`src/rtl/apb_thr_hyst_unit.sv`:
```
// ---------------------------------------------------------------------------
// apb_thr_hyst_unit
//
// Per-channel threshold monitor for one AFE sample stream, configured over
// APB. Each channel compares its samples against HI/LO thresholds in a
// selectable mode. Debounce requires N consecutive triggering samples, and
// release uses hysteresis. On a fire the unit sets a sticky STATUS bit and
// emits a one-cycle pulse on a routable event line.
//
// Ports:
//   clk_i, rstn_i       clock, asynchronous active-low reset
//   apb_sel_i/en_i      APB select/enable; an access needs both high
//   apb_write_i         1 = write
//   apb_address_i       byte address; bits [1:0] ignored
//   apb_wdata_i         write data
//   apb_rdata_o         combinational read data, 0 when not reading
//   apb_ready_o         constant 1 (zero wait states)
//   apb_slverr_o        error on an unmapped access
//   afe_data_vld_i      sample valid
//   afe_data_i          channel ID field plus signed sample in [W_DATA-1:0]
//   thr_events_o        one-cycle event pulses
//   irq_o               level interrupt, |(STATUS & IRQ_EN)
// ---------------------------------------------------------------------------
module apb_thr_hyst_unit #(
    parameter int W_APB_ADDR  = 12,
    parameter int NUM_CH      = 8,
    parameter int W_DATA      = 16,
    parameter int CH_ID_LSB   = 28,
    parameter int CH_ID_WIDTH = 4,
    parameter int W_CNT       = 4,
    parameter int NUM_EVT     = 2
) (
    input  logic                  clk_i,
    input  logic                  rstn_i,
    input  logic                  apb_sel_i,
    input  logic                  apb_en_i,
    input  logic                  apb_write_i,
    output logic                  apb_ready_o,
    output logic                  apb_slverr_o,
    input  logic [W_APB_ADDR-1:0] apb_address_i,
    input  logic [31:0]           apb_wdata_i,
    output logic [31:0]           apb_rdata_o,
    input  logic                  afe_data_vld_i,
    input  logic [31:0]           afe_data_i,
    output logic [NUM_EVT-1:0]    thr_events_o,
    output logic                  irq_o
);

    // Two guard bits keep HI-HYST and LO+HYST exact, so they cannot wrap.
    localparam int WX = W_DATA + 2;

    typedef enum logic [1:0] {
        IDLE   = 2'd0,
        PEND   = 2'd1,
        ACTIVE = 2'd2
    } chState_e;

    logic                  ctrlEn_q, ctrlEn_d;
    logic [NUM_CH-1:0]     status_q, status_d;
    logic [NUM_CH-1:0]     irqEn_q, irqEn_d;
    logic [1:0]            mode_q   [NUM_CH];
    logic [1:0]            mode_d   [NUM_CH];
    logic [W_CNT-1:0]      debN_q   [NUM_CH];
    logic [W_CNT-1:0]      debN_d   [NUM_CH];
    logic [3:0]            evtIdx_q [NUM_CH];
    logic [3:0]            evtIdx_d [NUM_CH];
    logic [W_DATA-1:0]     thrHi_q  [NUM_CH];
    logic [W_DATA-1:0]     thrHi_d  [NUM_CH];
    logic [W_DATA-1:0]     thrLo_q  [NUM_CH];
    logic [W_DATA-1:0]     thrLo_d  [NUM_CH];
    logic [W_DATA-1:0]     hyst_q   [NUM_CH];
    logic [W_DATA-1:0]     hyst_d   [NUM_CH];
    chState_e              state_q  [NUM_CH];
    chState_e              state_d  [NUM_CH];
    logic [W_CNT-1:0]      cnt_q    [NUM_CH];
    logic [W_CNT-1:0]      cnt_d    [NUM_CH];
    logic [NUM_EVT-1:0]    events_q, events_d;

    logic                  access, wrAccess, rdAccess;
    logic                  lowRegion, chRegion, chValid, addrOk;
    logic                  regCtrl, regStatus, regIrqEn;
    logic [3:0]            addrCh;
    logic [1:0]            addrReg;
    logic [CH_ID_WIDTH-1:0] sampleCh;
    logic signed [WX-1:0]  sampleX;
    logic [NUM_CH-1:0]     trig, rel, fireMask, w1cMask;
    logic                  unusedBits;

    // Address decode: 0x000-0x00B are the global registers, and 0x100-0x1FF
    // is the per-channel window with 16 bytes per channel.
    assign access    = apb_sel_i & apb_en_i;
    assign wrAccess  = access & apb_write_i;
    assign rdAccess  = access & ~apb_write_i;
    assign addrCh    = apb_address_i[7:4];
    assign addrReg   = apb_address_i[3:2];
    assign lowRegion = (apb_address_i[W_APB_ADDR-1:4] == '0);
    assign chRegion  = (apb_address_i[W_APB_ADDR-1:8] == (W_APB_ADDR-8)'(1));
    assign regCtrl   = lowRegion & (addrReg == 2'd0);
    assign regStatus = lowRegion & (addrReg == 2'd1);
    assign regIrqEn  = lowRegion & (addrReg == 2'd2);
    assign chValid   = chRegion & (32'(addrCh) < NUM_CH);
    assign addrOk    = regCtrl | regStatus | regIrqEn | chValid;

    assign apb_ready_o  = 1'b1;
    assign apb_slverr_o = access & ~addrOk;
    assign irq_o        = |(status_q & irqEn_q);
    assign thr_events_o = events_q;

    assign sampleCh = afe_data_i[CH_ID_LSB +: CH_ID_WIDTH];
    assign sampleX  = {{2{afe_data_i[W_DATA-1]}}, afe_data_i[W_DATA-1:0]};

    assign unusedBits = ^{apb_wdata_i, afe_data_i, apb_address_i[1:0]};

    // Read mux. Register fields are zero-extended, and the CFG word also
    // carries the live FSM state in its top two bits.
    always_comb begin
        apb_rdata_o = '0;
        if (rdAccess && addrOk) begin
            if (regCtrl)   apb_rdata_o[0] = ctrlEn_q;
            if (regStatus) apb_rdata_o[NUM_CH-1:0] = status_q;
            if (regIrqEn)  apb_rdata_o[NUM_CH-1:0] = irqEn_q;
            for (int c = 0; c < NUM_CH; c++) begin
                if (chValid && (32'(addrCh) == c)) begin
                    case (addrReg)
                        2'd0: begin
                            apb_rdata_o[1:0]        = mode_q[c];
                            apb_rdata_o[4 +: W_CNT] = debN_q[c];
                            apb_rdata_o[15:12]      = evtIdx_q[c];
                            apb_rdata_o[31:30]      = state_q[c];
                        end
                        2'd1:    apb_rdata_o[W_DATA-1:0] = thrHi_q[c];
                        2'd2:    apb_rdata_o[W_DATA-1:0] = thrLo_q[c];
                        default: apb_rdata_o[W_DATA-1:0] = hyst_q[c];
                    endcase
                end
            end
        end
    end

    // Per-channel trigger and release conditions for the current sample.
    // HYST is unsigned, so it is zero-extended into the wide signed domain.
    always_comb begin
        logic signed [WX-1:0] hiX, loX, hystX;
        logic aboveHi, belowLo, relAbove, relBelow;
        hiX = '0; loX = '0; hystX = '0;
        aboveHi = 1'b0; belowLo = 1'b0; relAbove = 1'b0; relBelow = 1'b0;
        trig = '0;
        rel  = '0;
        for (int c = 0; c < NUM_CH; c++) begin
            hiX      = {{2{thrHi_q[c][W_DATA-1]}}, thrHi_q[c]};
            loX      = {{2{thrLo_q[c][W_DATA-1]}}, thrLo_q[c]};
            hystX    = {2'b00, hyst_q[c]};
            aboveHi  = sampleX > hiX;
            belowLo  = sampleX < loX;
            relAbove = sampleX <= (hiX - hystX);
            relBelow = sampleX >= (loX + hystX);
            case (mode_q[c])
                2'd1:    begin trig[c] = aboveHi;           rel[c] = relAbove;            end
                2'd2:    begin trig[c] = belowLo;           rel[c] = relBelow;            end
                2'd3:    begin trig[c] = aboveHi | belowLo; rel[c] = relAbove & relBelow; end
                default: begin trig[c] = 1'b0;              rel[c] = 1'b0;                end
            endcase
        end
    end

    // Next-state logic. The channel FSMs run first. APB writes are applied
    // afterwards so that a CFG write or a disable overrides the FSM move.
    // STATUS applies the W1C clear before OR-ing in fires, so a fire in the
    // same cycle as the clear keeps its bit set.
    always_comb begin
        logic [W_CNT-1:0] neff;
        logic [W_CNT:0]   cntInc;
        logic             accepted;
        neff     = '0;
        cntInc   = '0;
        accepted = 1'b0;
        ctrlEn_d = ctrlEn_q;
        irqEn_d  = irqEn_q;
        events_d = '0;
        fireMask = '0;
        w1cMask  = '0;
        for (int c = 0; c < NUM_CH; c++) begin
            mode_d[c]   = mode_q[c];
            debN_d[c]   = debN_q[c];
            evtIdx_d[c] = evtIdx_q[c];
            thrHi_d[c]  = thrHi_q[c];
            thrLo_d[c]  = thrLo_q[c];
            hyst_d[c]   = hyst_q[c];
            state_d[c]  = state_q[c];
            cnt_d[c]    = cnt_q[c];
        end

        for (int c = 0; c < NUM_CH; c++) begin
            accepted = afe_data_vld_i & ctrlEn_q & (32'(sampleCh) == c) & (mode_q[c] != 2'd0);
            neff     = (debN_q[c] == '0) ? W_CNT'(1) : debN_q[c];
            cntInc   = {1'b0, cnt_q[c]} + (W_CNT+1)'(1);
            if (accepted) begin
                case (state_q[c])
                    IDLE: begin
                        if (trig[c]) begin
                            if (neff == W_CNT'(1)) begin
                                state_d[c]  = ACTIVE;
                                fireMask[c] = 1'b1;
                            end else begin
                                state_d[c] = PEND;
                                cnt_d[c]   = W_CNT'(1);
                            end
                        end
                    end
                    PEND: begin
                        if (!trig[c]) begin
                            state_d[c] = IDLE;
                            cnt_d[c]   = '0;
                        end else if (cntInc == {1'b0, neff}) begin
                            state_d[c]  = ACTIVE;
                            cnt_d[c]    = '0;
                            fireMask[c] = 1'b1;
                        end else begin
                            cnt_d[c] = cntInc[W_CNT-1:0];
                        end
                    end
                    ACTIVE: begin
                        if (rel[c]) state_d[c] = IDLE;
                    end
                    default: begin
                        state_d[c] = IDLE;
                        cnt_d[c]   = '0;
                    end
                endcase
            end
            if (fireMask[c]) begin
                for (int e = 0; e < NUM_EVT; e++) begin
                    if (32'(evtIdx_q[c]) == e) events_d[e] = 1'b1;
                end
            end
        end

        if (wrAccess && addrOk) begin
            if (regCtrl) begin
                ctrlEn_d = apb_wdata_i[0];
                if (!apb_wdata_i[0]) begin
                    for (int c = 0; c < NUM_CH; c++) begin
                        state_d[c] = IDLE;
                        cnt_d[c]   = '0;
                    end
                end
            end
            if (regStatus) w1cMask = apb_wdata_i[NUM_CH-1:0];
            if (regIrqEn)  irqEn_d = apb_wdata_i[NUM_CH-1:0];
            for (int c = 0; c < NUM_CH; c++) begin
                if (chValid && (32'(addrCh) == c)) begin
                    case (addrReg)
                        2'd0: begin
                            mode_d[c]   = apb_wdata_i[1:0];
                            debN_d[c]   = apb_wdata_i[4 +: W_CNT];
                            evtIdx_d[c] = apb_wdata_i[15:12];
                            state_d[c]  = IDLE;
                            cnt_d[c]    = '0;
                        end
                        2'd1:    thrHi_d[c] = apb_wdata_i[W_DATA-1:0];
                        2'd2:    thrLo_d[c] = apb_wdata_i[W_DATA-1:0];
                        default: hyst_d[c]  = apb_wdata_i[W_DATA-1:0];
                    endcase
                end
            end
        end

        status_d = (status_q & ~w1cMask) | fireMask;
    end

    // State registers: everything clears asynchronously on reset.
    always_ff @(posedge clk_i or negedge rstn_i) begin
        if (!rstn_i) begin
            ctrlEn_q <= 1'b0;
            status_q <= '0;
            irqEn_q  <= '0;
            events_q <= '0;
            for (int c = 0; c < NUM_CH; c++) begin
                mode_q[c]   <= '0;
                debN_q[c]   <= '0;
                evtIdx_q[c] <= '0;
                thrHi_q[c]  <= '0;
                thrLo_q[c]  <= '0;
                hyst_q[c]   <= '0;
                state_q[c]  <= IDLE;
                cnt_q[c]    <= '0;
            end
        end else begin
            ctrlEn_q <= ctrlEn_d;
            status_q <= status_d;
            irqEn_q  <= irqEn_d;
            events_q <= events_d;
            for (int c = 0; c < NUM_CH; c++) begin
                mode_q[c]   <= mode_d[c];
                debN_q[c]   <= debN_d[c];
                evtIdx_q[c] <= evtIdx_d[c];
                thrHi_q[c]  <= thrHi_d[c];
                thrLo_q[c]  <= thrLo_d[c];
                hyst_q[c]   <= hyst_d[c];
                state_q[c]  <= state_d[c];
                cnt_q[c]    <= cnt_d[c];
            end
        end
    end

endmodule
```
`config.mk`:
```
export PLATFORM = sky130hd
export DESIGN_NAME = apb_thr_hyst_unit
export DESIGN_NICKNAME = d
export VERILOG_FILES = /design/src/rtl/apb_thr_hyst_unit.sv
export SDC_FILE = /design/constraint.sdc
export NUM_CORES = 2
export LEC_CHECK = 0
export ABC_CLOCK_PERIOD_IN_PS = 5000
export CELL_PAD_IN_SITES_DETAIL_PLACEMENT = 1
export CELL_PAD_IN_SITES_GLOBAL_PLACEMENT = 2
export CORE_ASPECT_RATIO = 1.1
export CORE_MARGIN = 1.5
export CORE_UTILIZATION = 37
export CTS_CLUSTER_SIZE = 14
export DETAILED_ROUTE_END_ITERATION = 10
export PLACE_DENSITY = 0.89
export SLEW_MARGIN = 20
export SYNTH_ARGS = -nofsm -noshare
export SYNTH_HDL_FRONTEND = slang
export SYNTH_SLANG_ARGS = --single-unit
```
`constraint.sdc`:
```
create_clock -name clk_i -period 5 [get_ports clk_i]
set_input_delay 1.5 -clock clk_i [delete_from_list [all_inputs] [get_ports clk_i]]
set_output_delay 1.5 -clock clk_i [all_outputs]
set_load 0.005 [all_outputs]
```
==> metrics.cfg <==
[synthesis]
synth_warnings=0
async_flop_share_pct=100
synth_cells=5557
synth_seq_area_share_pct=26.3
syn_avg_cell_area_sq_um=9.09
syn_area_sq_um=50500
yosysUniqueCellTypes=86
synth_edf_count=0
synth_flop_cell=dfrtp_1
synth_seq_cells=531

[final_layout]
final_common_cell=ha_1
num-fill-cells=15500
area_delta_synth_final_pct=16.3
final_cell_area_sq_um=58700
nNetsFinal=6791
layout-drive-gt1-share_pct=16.9
layout_common_cells=ha_1 (815), dfrtp_1 (529), inv_1 (499)
finalNonFillerCells=7725
seqCellArea_sq_um=13300
multi_input_area_sq_um=35000

[sta]
tightest_slew_ps=1270
final.setup.worst_slack_ps=-378
period_needed_ps=5380
slew_viol_final=0
finalCritPeriodShare_pct=108
setup_tns_ps=-5950
clock.fmax_ghz=0.186
final-setup-viol-count=18
maxSlewHeadroom_pct=15.1
final-hold-violation-count=0
clock_skew_ps=26.2
rsz0062_at_grt=true

[global_route]
antenna_found_initial=15
grt_max_degree=95
grt_overflow=0
grt_pass1_vias=49700
grt_pass1_wl_microns=325000
grt_use_total_pct=31.6

[setup_path]
cp_max_fo=4
critical_path_class=in2out
end_kind=output pin
startpoint_type=input pin
required_ps=3500
arrival_ps=3880

[placed_design]
numPortBuffers=73
dp_cells=7576
place_hpwl_microns=173000
dpl_cell_area_sq_um=55700
gp_congestion=1.00
place_ws_ps=-1530

[status]
violations=setup timing
status=finished, violations left

[clocking]
htreeDepth=3
cts_sinks=531
clk_latency_ps=640
cts_root_buffer=clkbuf_16
clk_path_buf_depth=3
cts_tree=yes
cts_buffers=67
cts_hold_buf=0
path_clk_slew_ps=50

[route]
drc=0
via_per_inst=6.16
dr.pass1.iters=5
wl_per_cell_microns=28.7
antenna_left=0
drt_iter0_markers=4216
wirelength_microns=222000
via_count=47600

[floorplan]
die_x_microns=355
core-area_sq_um=135000
dieArea_sq_um=139000
num_rows=141
start_util_pct=37.5
ios=119
die_height_microns=390

[run]
max_cap_violations=0

[power_and_ir_drop]
ir_worst_vdd_uv=235
power.total_mw=11.1
powerDensity_nw_per_um2=188
leakage_nw=28.2

[worst_hold_path]
hp-class=reg2reg

## stage by stage
| step | hold slack, ps | util, % |
|---|---|---|
| after global routing | 538 | 43.6 |
| final | 522 | 43.6 |
| after floorplan | 465 | - |
| after CTS | 527 | 43.3 |
| after detailed placement | 514 | 41.3 |
| after global placement | 500 | 41.3 |
## synthesized netlist by cell type, types with 65 or more instances
library cell / count / area share (%)
o21ai_0: 425 / 4.2
nor3_1: 142 / 1.4
mux4_2: 80 / 3.6
nand4_1: 87 / 1.1
inv_1: 500 / 3.7
a21o_1: 132 / 2.0
or3_1: 69 / 0.86
dfrtp_1: 531 / 26
xnor2_1: 104 / 1.8
ha_1: 816 / 20
clkbuf_1: 91 / 0.68
nor2b_1: 65 / 0.81
a21oi_1: 289 / 2.9
xor2_1: 159 / 2.8
nor2_1: 271 / 2.0
nand2b_1: 90 / 1.1
mux2_2: 252 / 5.6
nand3_1: 124 / 1.2
nand2_1: 410 / 3.0
## worst paths after layout
path / startpoint / endpoint / slack, ps / cells past startpoint
max reg2reg: hyst_q[32] / state_q[5] / 170 / 19
max in group asynchronous: rstn_i / hyst_q[124] / 2990 / 2
min: cnt_q[21] / cnt_q[21] / 520 / 1
min in group asynchronous: rstn_i / thrHi_q[31] / 870 / 1
max: apb_address_i[6] / apb_rdata_o[31] / -380 / 12
min reg2reg: cnt_q[21] / cnt_q[21] / 520 / 1
## sequential cells by signal, summed over array words and instances (netlist names), 16 cells and up
register / count
hyst_q: 128
thrHi_q: 128
thrLo_q: 128
cnt_q: 32
debN_q: 32
evtIdx_q: 32
mode_q: 16
state_q: 16
## cell type report
type	instances	share of cell area (%)
Antenna cell	11	0.0469
Clock buffer	97	3.48
Clock inverter	22	0.528
Inverter	501	3.20
Multi-Input combinational cell	4357	59.7
Sequential cell	531	22.6
Tap cell	1787	3.81
Timing Repair Buffer	419	6.66
## timing repair
item / in CTS / in global routing
buffers inserted: 13 / 7
cloned: 2 / 0
endpoints found under the setup margin: 21 / 27
pin swaps: 22 / 27
gates resized for setup: 179 / 86
## cell families after synthesis
group | after synthesis | share of synthesized area [%]
DFF | 531 | 26.3
xor gates and xnor gates | 263 | 4.56
adders and majority gates | 832 | 20.9
other | 2 | 0.0149
and+or+nand+nor | 1459 | 14.6
buffers and inverters | 682 | 5.48
muxes | 421 | 11.1
AOI/OAI and AO/OA | 1367 | 17.1
## where the power goes
| part | switching [mW] | internal, mW | total, mW |
|---|---|---|---|
| Clock | 2.17 | 3.20 | 5.37 |
| Sequential | 0.00293 | 4.30 | 4.30 |
| Combinational | 0.917 | 0.478 | 1.40 |
| Total | 3.09 | 7.98 | 11.1 |
## critical path, cell delays in order
cell and delay (ps):
buf_8 110, or3_4 390, or3_4 370, or2_4 280, buf_6 130, o21ai_4 130, and2b_2 200, nand2b_4 120
buf_16 170, buf_6 110, nor4_4 180, buf_2 170
## per-layer routing
layer  GRT usage, %  part of all wire (%)
met5              0                 0.027
met4           21.7                   8.1
met3           5.71                   7.3
met2           51.7                    46
met1           37.5                    39
No activity file was read; power rests on OpenSTA's default activity.
